===== src/rtl/dmux4way16_stream_pkg.sv =====
// Shared constants for the Hack 16-bit stream blocks: word width, channel count,
// channel-index width, counter width and a channel-select decoder.
package hack_stream_pkg;

   localparam int HACK_WORD_W = 16;
   localparam int NUM_CH      = 4;
   localparam int CH_W        = 2;
   localparam int CNT_W       = 16;

   function automatic logic [NUM_CH-1:0] ch_decode(input logic [CH_W-1:0] sel);
      logic [NUM_CH-1:0] onehot;
      onehot      = {NUM_CH{1'b0}};
      onehot[sel] = 1'b1;
      return onehot;
   endfunction

endpackage


===== src/rtl/dmux4way16_chan_fifo.sv =====
// WIDTH x DEPTH synchronous FIFO for one demux output channel; storage is
// cleared on reset so the head reads zero while empty after reset.
module dmux4way16_chan_fifo #(
   parameter int WIDTH = 16,
   parameter int DEPTH = 2
) (
   input  logic             clk,
   input  logic             rst_n,
   input  logic             push,
   input  logic [WIDTH-1:0] push_data,
   input  logic             pop,
   output logic             full,
   output logic             empty,
   output logic [WIDTH-1:0] head
);

   localparam int PTR_W = $clog2(DEPTH);
   localparam logic [PTR_W-1:0] PTR_ONE  = PTR_W'(1);
   localparam logic [PTR_W:0]   CNT_ONE  = (PTR_W + 1)'(1);
   localparam logic [PTR_W:0]   CNT_FULL = (PTR_W + 1)'(DEPTH);

   logic [WIDTH-1:0] r_mem [DEPTH];
   logic [PTR_W-1:0] r_wr_ptr;
   logic [PTR_W-1:0] r_rd_ptr;
   logic [PTR_W:0]   r_count;
   logic             w_push;
   logic             w_pop;

   assign full   = (r_count == CNT_FULL);
   assign empty  = (r_count == {(PTR_W + 1){1'b0}});
   assign w_push = push && !full;
   assign w_pop  = pop && !empty;
   assign head   = r_mem[r_rd_ptr];

   // Storage write; an empty FIFO written this edge shows the word next cycle.
   always_ff @(posedge clk or negedge rst_n) begin
      if (!rst_n) begin
         for (int i = 0; i < DEPTH; i++) begin
            r_mem[i] <= {WIDTH{1'b0}};
         end
      end else if (w_push) begin
         r_mem[r_wr_ptr] <= push_data;
      end
   end

   // Pointers wrap modulo DEPTH; occupancy decides full/empty.
   always_ff @(posedge clk or negedge rst_n) begin
      if (!rst_n) begin
         r_wr_ptr <= {PTR_W{1'b0}};
         r_rd_ptr <= {PTR_W{1'b0}};
         r_count  <= {(PTR_W + 1){1'b0}};
      end else begin
         if (w_push) begin
            r_wr_ptr <= r_wr_ptr + PTR_ONE;
         end
         if (w_pop) begin
            r_rd_ptr <= r_rd_ptr + PTR_ONE;
         end
         case ({w_push, w_pop})
            2'b10:   r_count <= r_count + CNT_ONE;
            2'b01:   r_count <= r_count - CNT_ONE;
            default: r_count <= r_count;
         endcase
      end
   end

endmodule


===== src/rtl/dmux4way16_stream.sv =====
// Four-way 16-bit stream demultiplexer with a FIFO per output channel.
// Optional per-channel accepted-word counters: DMUX4WAY16_STREAM_COUNT_EN.
module dmux4way16_stream
   import hack_stream_pkg::*;
#(
   parameter int WIDTH = HACK_WORD_W,
   parameter int DEPTH = 2
) (
   input  logic                      clk,
   input  logic                      rst_n,
   input  logic [WIDTH-1:0]          in_data,
   input  logic [CH_W-1:0]           in_sel,
   input  logic                      in_valid,
   output logic                      in_ready,
   output logic [NUM_CH*WIDTH-1:0]   out_data,
   output logic [NUM_CH-1:0]         out_valid,
   input  logic [NUM_CH-1:0]         out_ready,
   output logic [NUM_CH*CNT_W-1:0]   out_count
);

   logic [NUM_CH-1:0] w_full;
   logic [NUM_CH-1:0] w_empty;
   logic [NUM_CH-1:0] w_push;
   logic [NUM_CH-1:0] w_pop;
   logic [WIDTH-1:0]  w_head [NUM_CH];

   // Readiness depends only on the selected FIFO's registered state.
   assign in_ready  = !w_full[in_sel];
   assign w_push    = (in_valid && in_ready) ? ch_decode(in_sel) : {NUM_CH{1'b0}};
   assign out_valid = ~w_empty;
   assign w_pop     = out_valid & out_ready;

   for (genvar k = 0; k < NUM_CH; k++) begin : g_ch
      dmux4way16_chan_fifo #(
         .WIDTH (WIDTH),
         .DEPTH (DEPTH)
      ) u_fifo (
         .clk       (clk),
         .rst_n     (rst_n),
         .push      (w_push[k]),
         .push_data (in_data),
         .pop       (w_pop[k]),
         .full      (w_full[k]),
         .empty     (w_empty[k]),
         .head      (w_head[k])
      );
      assign out_data[k*WIDTH +: WIDTH] = w_head[k];
   end

`ifdef DMUX4WAY16_STREAM_COUNT_EN
   logic [CNT_W-1:0] r_count [NUM_CH];

   // Free-running accepted-word counters; wrap rather than saturate.
   always_ff @(posedge clk or negedge rst_n) begin
      if (!rst_n) begin
         for (int i = 0; i < NUM_CH; i++) begin
            r_count[i] <= {CNT_W{1'b0}};
         end
      end else begin
         for (int i = 0; i < NUM_CH; i++) begin
            if (w_push[i]) begin
               r_count[i] <= r_count[i] + CNT_W'(1);
            end
         end
      end
   end

   for (genvar k = 0; k < NUM_CH; k++) begin : g_cnt
      assign out_count[k*CNT_W +: CNT_W] = r_count[k];
   end
`else
   assign out_count = {(NUM_CH*CNT_W){1'b0}};
`endif

endmodule


===== config.mk =====
export PLATFORM = sky130hd
export DESIGN_NAME = dmux4way16_stream
export DESIGN_NICKNAME = d
export VERILOG_FILES = /design/src/rtl/dmux4way16_stream_pkg.sv /design/src/rtl/dmux4way16_chan_fifo.sv /design/src/rtl/dmux4way16_stream.sv
export SDC_FILE = /design/constraint.sdc
export NUM_CORES = 1
export LEC_CHECK = 0
export CAP_MARGIN = 20
export CELL_PAD_IN_SITES_DETAIL_PLACEMENT = 1
export CELL_PAD_IN_SITES_GLOBAL_PLACEMENT = 2
export CORE_MARGIN = 2
export CORE_UTILIZATION = 32
export CTS_BUF_LIST = sky130_fd_sc_hd__clkbuf_2
export DETAILED_ROUTE_END_ITERATION = 8
export PLACE_DENSITY_LB_ADDON = 0.1
export REMOVE_ABC_BUFFERS = 1
export SETUP_SLACK_MARGIN = 0.4
export SYNTH_ARGS = -nofsm -noshare
export SYNTH_HDL_FRONTEND = slang
export SYNTH_HIERARCHICAL = 1
export SYNTH_SLANG_ARGS = --single-unit

===== constraint.sdc =====
create_clock -name clk -period 2.1 [get_ports clk]
set_clock_uncertainty 0.1 [all_clocks]
set_input_delay 0.21 -clock clk [delete_from_list [all_inputs] [get_ports clk]]
set_output_delay 0.21 -clock clk [all_outputs]
set_load 0.02 [all_outputs]

### Word-level counts from Yosys, hierarchy flattened

Cells that the tools add are included.

* register bits after elaboration: 144
* bits of input ports: 25
* word-level logic and storage cells: 136

* $add $sub $neg: 16
* $lt $le $gt $ge: 14
* eq/ne operators: 12
* multiplexer cells: 33
* bitwise operators: 10
* reduce and logical (&&, ||, !) cells: 31

Operators with widths (number)
* two-way mux 16 bit: 16
* bitwise mux 32 bit: 4
* demux 16 bit (select 1 bit): 4
* equality test 2 bit (second input constant): 8
* greater-or-equal comparator 2 bit (second input constant): 8
* inverter 1 -> 2 bit: 8
* one-hot mux 2 bit (2 select lines): 4
* logical AND 1 bit: 14
* logical NOT 1 bit: 9
* adder 1 bit (second input constant): 8
* adder 2 x 1 -> 2 bit (second input constant): 4
* equality test 2 x 1 -> 1 bit (second input constant): 4
* logical NOT 2 bit: 4
* < comparator 2 x 1 -> 1 bit (second input constant): 4
* nonzero test 2 bit: 4
* subtractor 2 x 1 -> 2 bit (second input constant): 4
* AND 4 bit: 1
* two-way mux 4 bit: 1
* inverter 4 bit: 1
* < comparator 2 x 3 -> 1 bit (second input constant): 1
* binary-select mux 1 bit (select 2 bit): 1
* demux 1 bit (select 2 bit): 1
* greater-or-equal comparator 2 x 1 -> 1 bit (second input constant): 1
* two-way mux 1 bit: 2

### Longest topological paths before layout

* word-level depth: 9
* mapped depth: 8
* mapped depth without buffers: 8

### By module

Netlist, hierarchy kept.

Modules (own cells, without submodules)
* dmux4way16_chan_fifo: instances 4, cells an instance 103, area each 1599.0 µm², seq. area each 900.9 µm²
* dmux4way16_stream: instances 1, cells an instance 80, area each 585.6 µm², seq. area each 0.0 µm²

### Worst setup path after synthesis

No wires, ideal clock.

* path type: register -> register
* start: reg g_ch[1].u_fifo.r_count[0]
* end: reg g_ch[1].u_fifo/r_mem[17] in the netlist's numbering
* library setup time: 0.125 ns
* arrival time: 1.821 ns
* setup slack: 0.054 ns
* stages on the path, launching flop included: 7
* cell sequence: dfrtp_1 > nand2b_4 > inv_2 > nor4bb_1 > nor3b_4 > buf_8 > mux2_2

* word-level cells in the longest chain between the ends: 7
* elaborated cells on any way between the ends: 8

RTL lines
* start: declaration: line dmux4way16_chan_fifo.sv:25 `logic [PTR_W:0] r_count;`
* start signal: assignment: line dmux4way16_chan_fifo.sv:51 `r_count <= {(PTR_W + 1){1'b0}};`
* start signal: assignment: line dmux4way16_chan_fifo.sv:60 `2'b10: r_count <= r_count + CNT_ONE;`
* start signal: assignment: line dmux4way16_chan_fifo.sv:61 `2'b01: r_count <= r_count - CNT_ONE;`
* equality test 2 bit: line dmux4way16_chan_fifo.sv:29 `assign full = (r_count == CNT_FULL);`
* via w_full[1]: line dmux4way16_stream.sv:21 `logic [NUM_CH-1:0] w_full;`
* binary-select mux 1 bit (select 2 bit): line dmux4way16_stream.sv:28 `assign in_ready = !w_full[in_sel];`
* two-way mux 1 bit (not written as such): line dmux4way16_stream.sv:28
* logical NOT 1 bit: line dmux4way16_stream.sv:28
* logical AND 1 bit: line dmux4way16_stream.sv:29 `assign w_push = (in_valid && in_ready) ? ch_decode(in_sel) : {NUM_CH{1'b0}};`
* two-way mux 4 bit: line dmux4way16_stream.sv:29
* via w_push[1]: line dmux4way16_stream.sv:23 `logic [NUM_CH-1:0] w_push;`
* logical AND 1 bit: line dmux4way16_chan_fifo.sv:31 `assign w_push = push && !full;`
* end signal: indexed assignment: line dmux4way16_chan_fifo.sv:39 `r_mem[i] <= {WIDTH{1'b0}};`
* end signal: indexed assignment: line dmux4way16_chan_fifo.sv:42 `r_mem[r_wr_ptr] <= push_data;`
* end: declaration: line dmux4way16_chan_fifo.sv:22 `logic [WIDTH-1:0] r_mem [DEPTH];`

The timed path passes the listed nets, and every way through them passes these cells. The select of a mux whose other input is x is not followed.
A chain may end at the register's enable or synchronous reset.

### Final worst setup path

* start: reg g_ch[1].u_fifo.r_count[1]
* end: out in_ready

* word-level cells in the longest chain between the ends: 4

RTL lines
* equality test 2 bit: line dmux4way16_chan_fifo.sv:29
* via w_full[1]: line dmux4way16_stream.sv:21
* binary-select mux 1 bit (select 2 bit): line dmux4way16_stream.sv:28
* two-way mux 1 bit (not written as such): line dmux4way16_stream.sv:28
* logical NOT 1 bit: line dmux4way16_stream.sv:28
* end: declaration: line dmux4way16_stream.sv:14 `output logic in_ready,`

The timed path passes the listed nets, and every way through them passes these cells. The select of a mux whose other input is x is not followed.

==> impl_metrics.json <==
{
  "status": "complete, but fails checks",
  "violations": "negative setup slack",
  "ant_nets": 0,
  "synth_simple_gate_area_share_pct": 4.16,
  "numCtsBuffers": 17,
  "drv_slew": 0,
  "gp_congestion": 0.704,
  "die_w_um": 152,
  "start_util_pct": 32.3,
  "min_path_cells": 4,
  "dieHeight_um": 152,
  "synthMuxAreaShare_pct": 31.3,
  "routed_wl_mm": 20.3,
  "route.detailed.drc": 0,
  "postSynthCellCount": 492,
  "ir_drop_mv": 0.681,
  "synth-xor-area-share_pct": 2.51,
  "worst_pin_slew_ps": 551,
  "drtPass1Iterations": 4,
  "period_minus_slack_ps": 2290,
  "vias_per_cell": 4.47,
  "final-hold-violation-count": 0,
  "cts-htree-levels": 4,
  "clk_latency_ps": 710,
  "wl_per_cell_um": 20.8,
  "overflow": 0,
  "ys_seq_elements": 144,
  "endpoint_kind": "primary output",
  "drive_gt1_share_pct": 63.6,
  "io_buffer_count": 93,
  "layout.nets": 712,
  "crit_arrival_ps": 1980,
  "finalCoreUtilization_pct": 48.6,
  "holdWs_ps": 221,
  "synth_top_family_by_area": "multiplexers",
  "reg2regPathDepth": 9,
  "ys_warn_count": 6,
  "slowest_stage": "dfrtp_1",
  "max-cap-violations": 0,
  "fin_ws_ps": -191,
  "synth_edf_count": 0,
  "cp-start-kind": "register",
  "cts_tree": "built",
  "hold_class": "in -> reg",
  "power_density_nw_per_um2": 1690,
  "crit_fanout": 3,
  "synth_compound_area_share_pct": 0,
  "regArea_um2": 3610,
  "synth_area_um2": 6980,
  "antenna_found_initial": 1,
  "fillerInstances": 2141,
  "clock_path_buffers": 2,
  "cpPeakStageDelay_ps": 470,
  "cts.sinks": 144,
  "syn2layout_area_growth_pct": 50.5,
  "path_class": "reg -> out",
  "grtUsageTotal_pct": 17.8,
  "yosysSeqAreaShare_pct": 51.6,
  "synth_cell_types": 24,
  "dp_hpwl_mm": 11.2,
  "path_cells": "nand2b_4 -> inv_6 -> mux4_2 -> inv_2 -> buf_6",
  "fp.coreArea_um2": 21600,
  "syn_avg_cell_area_um2": 14.2,
  "p_leak_nw": 4.99,
  "first_global_vias": 4739,
  "fmax_mhz": 436,
  "timing.rr.start": "g_ch[1].u_fifo/r_count[1]",
  "multiInputGateArea_um2": 3860,
  "crit_start": "g_ch[1].u_fifo/r_count[1]",
  "fin_crit_sh_pct": 109,
  "clkTransAtPathRegs_ps": 210,
  "async_flop_share_pct": 100,
  "rsz0062_at_grt": "yes",
  "hp-start": "out_ready[0]",
  "cp.required_ps": 1790,
  "std_cell_rows": 54,
  "synthFlopType": "dfrtp_1",
  "die_area_um2": 23000,
  "final-setup-viol-count": 116,
  "num_vias": 4371,
  "drt_iter0_drc": 165,
  "io-pin-count": 158,
  "synth_fa_ha_area_share_pct": 0.717,
  "grt_max_degree": 54,
  "slew_headroom_pct": 63.3,
  "grt_pass1_wl_mm": 29.6,
  "cts-root-buf": "clkbuf_2"
}
## layout by cell type, fill, tap and decap left out, types with 5 or more instances in the layout
cell / n
buf_12: 19
mux2_4: 179
conb_1: 64
xor2_1: 8
dfrtp_1: 139
buf_4: 35
clkbuf_2: 17
mux2_2: 13
buf_8: 5
xnor2_2: 8
clkdlybuf4s50_1: 23
dfrtp_2: 5
nor3b_4: 5
nor2b_1: 6
buf_16: 10
buf_6: 97
## worst paths after layout
path | to | slack (ps)
min in group asynchronous | g_ch[3].u_fifo/r_mem[12] | 430
setup / recovery | in_ready | -190
hold / removal | g_ch[0].u_fifo/r_rd_ptr | 220
max in group asynchronous | g_ch[2].u_fifo/r_rd_ptr | 810
hold reg to reg | g_ch[3].u_fifo/r_mem[26] | 440
setup reg to reg | g_ch[1].u_fifo/r_mem[30] | -120
## cell type report
class	count	area share, %
Sequential cell	144	34.3
Timing Repair Buffer	193	22.7
Clock buffer	17	0.810
Antenna cell	1	0.0238
Clock inverter	15	1.58
Tap cell	280	3.33
Multi-Input combinational cell	318	36.7
Inverter	9	0.464
## critical path, delay by kind of cell (launching register included)
family | cells | cell delay (ps)
flip-flops | 1 | 470
multiplexers | 1 | 450
buffers and inverters | 3 | 220
AND/OR/NAND/NOR | 1 | 120
## registers in the layout, summed over array words and instances (netlist names)
name,cells
g_ch.u_fifo/r_count,8
g_ch.u_fifo/r_mem,128
g_ch.u_fifo/r_rd_ptr,4
g_ch.u_fifo/r_wr_ptr,4
## cell families (layout without fill, tap and decap cells)
logic type | after synthesis | in the layout
adder cells (fa/ha/maj) | 4 | 4
AND/OR/NAND/NOR | 37 | 37
flip-flops | 144 | 144
other | 1 | 65
buffers and inverters | 93 | 234
XOR/XNOR | 20 | 20
multiplexers | 193 | 193
## per-layer routing
layer  part of all wire, %  wire [um]  up-vias  global-route usage, %
li1                      -          -     1944                      -
met3                   3.6        732       14                   3.50
met1                    44       8960     2321                   23.2
met5                     0          0        -                      0
met2                    51      10400       92                   30.7
met4                   1.1        217        0                   4.03
## power breakdown
group | total, mW | switching (mW) | internal (mW)
clock | 1.72 | 1.06 | 0.656
combinational | 11.1 | 4.41 | 6.66
sequential | 5.02 | 0.875 | 4.14
total | 17.8 | 6.35 | 11.5
## Yosys cell counts, types with 5 or more instances
cell type / count / area (um^2)
nand2_1: 5 / 18.8
xnor2_1: 12 / 105
buf_2: 8 / 40.0
buf_4: 64 / 480
nor2_1: 8 / 30.0
inv_1: 5 / 18.8
mux2_2: 192 / 2160
nor2b_1: 8 / 50.1
xor2_1: 8 / 70.1
dfrtp_1: 144 / 3600
## per-stage QoR
stage	area, um^2	power [mW]	instances	setup TNS, ps	setup slack, ps
3_3_place_gp	8290	12.3	880	-21260	-272
3_5_place_dp	8290	12.5	880	-26330	-310
5_1_grt	10500	18.8	977	-22950	-331
4_1_cts	9950	17.0	959	-14340	-241
2_1_floorplan	6580	9.20	471	-865	-28.2
6_report	10500	17.8	977	-9500	-191
## repair_timing
| action | CTS | global route |
|---|---|---|
| hold buffers | 2 | 0 |
| gates resized for setup | 616 | 95 |
| endpoints found under the setup margin | 207 | 208 |
| hold endpoints to repair | 144 | 0 |
| pin swaps | 7 | 14 |
| gates cloned | 11 | 2 |
| buffers inserted | 34 | 15 |
(Power assumes the default switching activity.)
==> RTL edit 1: new RTL, same settings <==
Build with the macro `DMUX4WAY16_STREAM_COUNT_EN` defined.
--- a/src/rtl/dmux4way16_stream.sv
+++ b/src/rtl/dmux4way16_stream.sv
@@ -1,5 +1,7 @@
 // Four-way 16-bit stream demultiplexer with a FIFO per output channel.
 // Optional per-channel accepted-word counters: DMUX4WAY16_STREAM_COUNT_EN.
+`define DMUX4WAY16_STREAM_COUNT_EN
+
 module dmux4way16_stream
    import hack_stream_pkg::*;
 #(
Behaviour: not the same (Yosys sat finds a counterexample within 4 cycles, from zero or initial values and one cycle with rst_n low).
==> RTL edit 1 against the original RTL <==
The flow still finishes with violations (setup timing). First-iteration DRC count up 41%. Fmax down 0.89%. Wire length up 53%. Final cell count up 54%. Hold slack worse by 58 ps. Synthesized area up 36%. Worst setup slack worse by 21 ps. Utilization up 4.0 points. Sequential power up 32%. Sequential cell count up 64. Largest power group unchanged. Total power up 22%. Design area up 47%.
==> RTL edit 1: results (changes against the original RTL) <==
cts-resized-gates: 971  # +58%
placed_area_sq_um: 11900  # +44%
synth_common_cells: "dfrtp_1 (208), mux2_2 (195), xnor2_1 (44)"
multi_input_area_sq_um: 5270  # +36%
critical_path.slowest_cell: "dfrtp_2"
multi_input_cells: 434  # +36%
synth_xor_area_frac: 0.0755  # +0.0504
relSlewSlack: 0.696  # +0.0634
post-cts-setup-buffer-count: 96  # +180%
crit_fanout: 6  # +3
htree_num_levels: 2  # -2
gr-usage-met2: 0.319  # +0.0118
setup_slack_ps: -212  # -20.5 ps
min_to: "g_ch[1].u_fifo/r_mem[21]"
violations: "setup timing"
drt_iter0_markers: 232  # +41%
final_net_count: 1112  # +56%
dp_hpwl_um: 17600  # +58%
clkTransAtPathRegs_ps: 110  # -100 ps
gp_congestion: 0.776  # +10%
grt_max_degree: 67  # +24%
fin_setup_tns_ps: -13610  # -4110 ps
leakage_uw: 0.00755  # +51%
cts_hold_buf: 3  # +1
seq_share: 0.338  # -0.00571
grt_pass1_wl_um: 45100  # +52%
post_drt_wl_per_cell_um: 20.6  # -0.78%
n_fill_cell: 2950  # +38%
seq_cell_count: 208  # +44%
r2r-start: "g_ch[0].u_fifo/r_count[1]"
met1_usage: 0.243  # +0.0109
port_buffers: 157  # +69%
synthAdderAreaFrac: 0.0106  # +0.00339
die_w_um: 176  # +16%
final.signal_inverter_count: 15  # +6
setup_viol: 121  # +4.3%
reg2reg_slack_ps: -140  # -20 ps
met3_usage: 0.0368  # +0.00179
period_share: 1.10  # +0.00979
status: "complete, but fails checks"
r2r-end: "g_ch[0].u_fifo/r_mem[5]"
buf_share: 0.255  # +0.0282
pg_clk_uw: 2750  # +60%
vdd_ir_drop_max_uv: 766  # +13%
synth_compound_area_frac: 0.00277  # +0.00277
nClkBuffers: 84  # +67
grt_pass1_vias: 7952  # +68%
grt_usage: 0.187  # +0.00886
nNonClkBuffers: 364  # +89%
cts_made_buffers: 56  # +39
muxShareOfSynthArea: 0.234  # -0.0789
cts.path.max_buffers: 3  # +1
wl_met2_um: 15800  # +52%
intPower_uw: 13900  # +21%
clock_latency_ps: 830  # +120 ps
## RTL edit 1: metrics by stage
step	util	std cells	hold WS [ps]
finish	0.526	1506	163
global route	0.526	1506	58.3
CTS	0.482	1457	35.1
detailed placement	0.406	1256	4.61
global placement	0.406	1256	0.698
floorplan	-	657	-186
## RTL edit 1: how the worst max path moves through the flow
stage | startpoint | to | slack [ps] | cells past startpoint
6_report | g_ch[0].u_fifo/r_rd_ptr | out_data[2] | -210 | 4
5_1_grt | g_ch[2].u_fifo/r_rd_ptr | out_data[44] | -350 | 4
4_1_cts | g_ch[0].u_fifo/r_rd_ptr | out_data[0] | -330 | 4
3_5_place_dp | in_sel[1] | g_ch[0].u_fifo/r_mem[30] | -280 | 7
3_3_place_gp | in_sel[1] | g_ch[0].u_fifo/r_mem[25] | -250 | 7
2_1_floorplan | g_ch[1].u_fifo/r_count[0] | g_ch[1].u_fifo/r_mem[16] | -490 | 5
==> RTL edit 2: new RTL, config.mk and constraints unchanged <==
Made on the original files. `CH_W`: 2 -> 4.
--- a/src/rtl/dmux4way16_stream_pkg.sv
+++ b/src/rtl/dmux4way16_stream_pkg.sv
@@ -4,7 +4,7 @@
 
    localparam int HACK_WORD_W = 16;
    localparam int NUM_CH      = 4;
-   localparam int CH_W        = 2;
+   localparam int CH_W        = 4;
    localparam int CNT_W       = 16;
 
    function automatic logic [NUM_CH-1:0] ch_decode(input logic [CH_W-1:0] sel);
Interface: changed (resized in_sel); port bits go from 158 to 160. No check against the original RTL was run, so the function may have changed too.
==> RTL edit 2 against the original RTL <==
The flow still finishes with violations (setup timing). Die area rose by 0.28%. Hold slack improved by 15 ps. Wire length is 2.1% higher. Total power decreased by 14%. Synthesized area increased by 0.29%. Design area down 1.0%. Sequential cell count unchanged. Via count up 0.32%. Highest routed layer unchanged. Worst setup slack better by 11 ps.
==> RTL edit 2: results (changes against the original RTL) <==
hold_start: "out_ready[3]"
post_drt_wl_per_cell_um: 21.2  # +2.0%
place_worst_setup_slack_ps: -443  # -132 ps
viasPerCell: 4.48  # +0.22%
grt_usage: 0.176  # -0.00197
drt_iter0_markers: 186  # +13%
drive_gt1_frac: 0.631  # -0.00522
r2r-start: "g_ch[3].u_fifo/r_count[1]"
final_net_count: 716  # +0.56%
setup_viol: 57  # -51%
holdWs_ps: 236  # +15.1 ps
critical_path.slowest_cell: "dfrtp_2"
grt_pass1_wl_um: 30500  # +2.9%
synthCells: 493  # +0.20%
dp_hpwl_um: 11600  # +3.2%
grt_pass1_vias: 4842  # +2.2%
r2r-end: "g_ch[3].u_fifo/r_mem[13]"
yosys-top-cells-area: "dfrtp_1 (51%), mux2_2 (31%), buf_4 (6.9%)"
crit_fanout: 8  # +5
setup_slack_ps: -180  # +11.0 ps
status: "complete, but fails checks"
crit_end: "out_data[58]"
ys_seq_area_frac: 0.515  # -0.00148
leakage_uw: 0.00505  # +1.2%
min_to: "g_ch[3].u_fifo/r_rd_ptr"
totalWireLength_um: 20700  # +2.1%
grt_max_degree: 44  # -19%
placed_area_sq_um: 8330  # +0.48%
crit_start: "g_ch[3].u_fifo/r_rd_ptr"
fin_setup_tns_ps: -5850  # +3650 ps
cp_slowest_stage_delay_ps: 510  # +40 ps
violations: "setup timing"
port_buffers: 95  # +2.2%
reg2reg_slack_ps: -20  # +100 ps
dp.cells: 883  # +0.34%
gp_congestion: 0.706  # +0.24%
RTL edit 2: cell types whose count changed after synthesis:
cell       delta
nand4bb_1     +1
mux4_2        -1
nor4bb_1      -1
nor4b_1       -1
nor3b_2       +1
mux4_1        +1
nand2_1       -1
nor3_1        +1
or4b_1        +1
RTL edit 2: final cells by class:
| class | instances | area [sq um] |
|---|---|---|
| repair buffers | 194 | 2330 |
| clock buffers | 20 | 100 |
| flip-flops and latches | 144 | 3610 |
| fillers | 2152 | 11200 |
| well taps | 280 | 350 |
| multi-input cells | 319 | 3890 |
| clock inverters | 11 | 73.8 |
| inverters | 9 | 43.8 |
| diodes | 1 | 2.50 |
RTL edit 2: layer usage:
metal  vias up  GRT usage  routed length (um)
met4         0     0.0543                 189
met5         -          0                   0
met1      2324      0.225                9150
li1       1953          -                   -
met2        95      0.302               10800
met3        13     0.0354                 558
RTL edit 2: cell families (layout without fill, tap and decap cells):
logic type / after synthesis / in the layout / share of synthesized area
muxes: 193 / 193 / 0.313
DFF: 144 / 144 / 0.515
buffers and inverters: 93 / 234 / 0.0963
and+or+nand+nor: 38 / 38 / 0.0438
xor gates and xnor gates: 20 / 20 / 0.0250
adders and majority gates: 4 / 4 / 0.00715
other: 1 / 65 / 0.000536
RTL edit 2: what timing repair did:
item | CTS | global route
endpoints found under the hold margin | 144 | 0
hold buffers | 2 | 0
endpoints found under the setup margin | 205 | 204
setup buffers | 30 | 21
gates resized for setup | 621 | 102
pin swaps | 9 | 12
gates cloned | 9 | 1
RTL edit 2: where the power goes:
| part | switching (uW) | internal (uW) | total [uW] |
|---|---|---|---|
| logic | 3660 | 5490 | 9160 |
| clock network | 960 | 405 | 1360 |
| registers | 778 | 3940 | 4720 |
| total | 5400 | 9830 | 15200 |
